<file path="src/rtl/clk_divider_multi.sv">
// clk_divider_multi: multi-channel 50% duty clock divider with glitch-free runtime half-period reload and global sync.
module clk_divider_multi #(
  parameter int NUM_CH       = 4,
  parameter int CTR_W        = 27,
  parameter int CH_W         = 2,
  parameter int DEFAULT_HALF = 50_000
) (
  input  logic              incoming_CLK100MHZ,
  input  logic              reset,
  input  logic [NUM_CH-1:0] en,
  input  logic              sync,
  input  logic              load_valid,
  input  logic [CH_W-1:0]   load_ch,
  input  logic [CTR_W-1:0]  load_half,
  output logic [NUM_CH-1:0] outgoing_CLK,
  output logic [NUM_CH-1:0] tick,
  output logic [NUM_CH-1:0] pending,
  output logic              load_err
);
  logic load_ok, load_err_q;
  assign load_ok  = load_valid && int'(load_ch) < NUM_CH && load_half != '0;
  assign load_err = load_err_q;
  always_ff @(posedge incoming_CLK100MHZ) begin
    load_err_q <= !reset && load_valid && !load_ok;
  end
  for (genvar c = 0; c < NUM_CH; c++) begin : g_ch
    logic [CTR_W-1:0] ctr_q, ctr_d, act_q, act_d, nxt_q, nxt_d;
    logic pend_q, pend_d, out_q, out_d, tick_q, tick_d, run, hit, apply, wr;
    // pending value lands only on a falling edge (period boundary), sync or disable
    always_comb begin
      run    = en[c] && !sync;
      hit    = ctr_q == act_q - CTR_W'(1);
      apply  = pend_q && (!run || (hit && out_q));
      wr     = load_ok && load_ch == CH_W'(c);
      ctr_d  = run && !hit ? ctr_q + CTR_W'(1) : '0;
      out_d  = run && (out_q ^ hit);
      tick_d = run && hit && !out_q;
      act_d  = apply ? nxt_q : act_q;
      nxt_d  = wr ? load_half : nxt_q;
      pend_d = wr || (pend_q && !apply);
    end
    always_ff @(posedge incoming_CLK100MHZ) begin
      if (reset) begin
        ctr_q  <= '0;
        act_q  <= CTR_W'(DEFAULT_HALF);
        nxt_q  <= '0;
        pend_q <= 1'b0;
        out_q  <= 1'b0;
        tick_q <= 1'b0;
      end else begin
        ctr_q  <= ctr_d;
        act_q  <= act_d;
        nxt_q  <= nxt_d;
        pend_q <= pend_d;
        out_q  <= out_d;
        tick_q <= tick_d;
      end
    end
    assign outgoing_CLK[c] = out_q;
    assign tick[c]         = tick_q;
    assign pending[c]      = pend_q;
  end
endmodule
</file>
<file path="config.mk">
export PLATFORM = sky130hd
export DESIGN_NAME = clk_divider_multi
export DESIGN_NICKNAME = d
export VERILOG_FILES = /design/src/rtl/clk_divider_multi.sv
export SDC_FILE = /design/constraint.sdc
export NUM_CORES = 1
export LEC_CHECK = 0
export BUFFER_PORTS_ARGS = -buffer_cell sky130_fd_sc_hd__buf_4
export CORE_UTILIZATION = 63
export CTS_CLUSTER_DIAMETER = 120
export DETAILED_ROUTE_END_ITERATION = 16
export PLACE_DENSITY = 0.85
export SETUP_SLACK_MARGIN = 0.3
export SLEW_MARGIN = 5
export SYNTH_ARGS = -nofsm -noshare
export SYNTH_HDL_FRONTEND = slang
export SYNTH_SLANG_ARGS = --single-unit
export TNS_END_PERCENT = 5
</file>
<file path="constraint.sdc">
create_clock -name incoming_CLK100MHZ -period 4.35 [get_ports incoming_CLK100MHZ]
set_input_delay 0.6525 -clock incoming_CLK100MHZ [delete_from_list [all_inputs] [get_ports incoming_CLK100MHZ]]
set_output_delay 0.6525 -clock incoming_CLK100MHZ [all_outputs]
set_load 0.01 [all_outputs]
</file>
==> flow_summary_export.csv <==
group,metric,value,unit
critical_path,crit_type,"reg2reg",
yosys,yosysWarningCount,0,
die,num_rows,58,
sta,finalSetupTns,0,ps
hold_path,hold_class,"in2reg",
power,vdd_drop_max,0.419,mV
detailed_routing,drt_iter0_drc,1515,
global_route,grt_pass1_vias,13789,
sta,hold_viol,0,
power,powerDensity,364,nW/um^2
sta,finalCritPeriodShare,91.6,%
clock_tree,root_buffer,"clkbuf_16",
finish,num-nets-final,2100,
detailed_routing,routed_wl,41.1,mm
critical_path,cp.required,4790,ps
clock_tree,clock_path_buffers,3,
die,die_w,164,um
die,ios,50,
finish,fillers,1930,
yosys,syn_area,16600,sq um
global_route,grt_pass1_wl,67.0,mm
placed_design,pre_cts_ws,445,ps
critical_path,critPathCaptureType,"flip-flop",
global_route,track_usage,30.6,%
sta,period_minus_slack,3990,ps
sta,fin_hold_ws,392,ps
detailed_routing,drcViolationCount,0,
finish,multiInputGateArea,9190,sq um
sta,clock.fmax,251,MHz
yosys,synth-edff-count,0,
finish,drive_gt1_share,9.10,%
placed_design,dp.final_hpwl,28.1,mm
detailed_routing,via_per_inst,6.04,
die,core_area,25500,sq um
yosys,synthFlopType,"dfxtp_1",
critical_path,start_kind,"flip-flop",
yosys,yosysSeqAreaShare,40.7,%
finish,diodes,0,
detailed_routing,wl_per_cell,17.1,um
detailed_routing,num_vias,14537,
die,initial_core_util,65.0,%
clock_tree,cts_tree,"yes",
critical_path,cp_max_fo,27,
finish,syn_to_final_growth,10.2,%
placed_design,port_buffers,49,
finish,final_cell_mix,"nand2_1, dfxtp_1, a21oi_1",
sta,slew_violations,0,
global_route,overflow,0,
sta,skew,17.1,ps
placed_design,gp_congestion,0.922,
run,drv_cap,0,
yosys,synthArstFlopShare,0,%
global_route,antenna_found_initial,0,
yosys,synth_nets,2119,
detailed_routing,drtPass1Iterations,6,
finish,regArea,6750,sq um
sta,rsz0062_at_grt,"true",
clock_tree,htree_levels,2,
detailed_routing,drtAntennaViolNets,0,
clock_tree,clk_pin_slew,60,ps
sta,tightest_slew,1170,ps
yosys,ys_ff_latch,337,
finish,final_common_cell,"nand2_1",
sta,fin_ws,365,ps
global_route,grt_max_degree,92,
clock_tree,numClockSinks,337,
yosys,synth_cell_types,70,
clock_tree,numCtsBuffers,36,
yosys,syn_avg_cell_area,8.00,sq um
power,leakagePower,6.41,nW
sta,setup_viol,0,
die,die_area,26900,sq um
die,die_h,164,um
critical_path,cp.arrival,4430,ps
outcome,outcome,"finished clean",
sta,slew_headroom,21.4,%
clock_tree,ctsHoldBuffers,0,
clock_tree,clk_latency,520,ps
yosys,synth_cells,2070,
-- per-stage QoR --
step / total power [W] / cells / utilization [%] / cell area, sq um
after floorplan: 0.00341 / 2070 / - / 16600
after global placement: 0.00352 / 2341 / 66.5 / 16900
after detailed placement: 0.00353 / 2341 / 66.5 / 16900
after CTS: 0.00667 / 2406 / 71.3 / 18200
after global routing: 0.00683 / 2408 / 71.7 / 18300
final: 0.00663 / 2408 / 71.7 / 18300
-- layout make-up --
type	instances	area share [%]
multi-input combinational	1573	50.4
clock inverter	13	0.912
timing repair buffer	71	2.98
clock buffer	52	5.87
tap	330	2.26
sequential	337	37.0
inverter	32	0.658
-- worst max-delay path, cell delays in order (launching register included) --
cell       delay (ps)
dfxtp_1           350
or4_4             580
or3_1             560
nor4b_1           410
xnor2_1           170
nand2_1            70
or4_4             490
a2111oi_4         310
ha_1              250
nor2_1             60
nor2b_1           110
buf_4             290
nand2_1           110
a21oi_1           150
-- what timing repair did --
item / 4_1_cts / 5_1_grt
gates resized for setup: 0 / 10
endpoints found under the setup margin: 0 / 105
buffers inserted: 0 / 2
-- power breakdown --
group,internal (W),switching [W]
logic,0.0000978,0.000204
registers,0.00313,0.0000427
clock network,0.00190,0.00126
-- Yosys cell counts, types with 21 or more instances --
master	instances	area share (%)
a21oi_1	188	5.7
and3_1	22	0.83
clkbuf_1	98	2.2
dfxtp_1	337	41
inv_1	32	0.73
mux2i_1	36	2.2
nand2_1	430	9.7
nand3_1	92	2.8
nand3b_1	30	1.4
nand4_1	31	1.2
nor2_1	135	3.1
nor2_2	21	0.79
nor3_1	116	3.5
nor4_1	31	1.2
o21ai_0	21	0.63
xnor2_1	138	7.3
xor2_1	103	5.4
-- final timing paths --
kind	start	to	slack, ps	depth (start not counted)
worst max-delay path	g_ch[0].act_q[0]	g_ch[0].act_q[17]	360	13
worst min register to register	g_ch[0].nxt_q[5]	g_ch[0].act_q[5]	450	2
worst max register to register	g_ch[0].act_q[0]	g_ch[0].act_q[17]	360	13
worst min-delay path	en[0]	g_ch[0].out_q	390	2
-- metal layers --
layer	vias up	share of wire [%]	track usage [%]
li1	7020	-	-
met1	6879	42	39.0
met2	532	48	51.9
met3	104	7.7	5.76
met4	2	2.6	9.93
met5	-	0.080	1.14
-- cells by family (layout without fill, tap and decap cells) --
family	Yosys count	count (layout)	synth area share, %
flops	337	337	40.7
compound gates	270	270	9.52
fa+ha+maj	12	12	0.907
xor+xnor	241	241	12.7
simple gates	1012	1012	29.5
buf+inv	160	168	4.21
mux	38	38	2.31
-- flip-flops by register name, summed over array words and instances (netlist names) --
register,flops
g_ch.out_q,4
g_ch.act_q,108
g_ch.ctr_q,108
g_ch.tick_q,4
g_ch.nxt_q,108
g_ch.pend_q,4
load_err,1
Note: power is estimated with default switching activity, not from simulation.
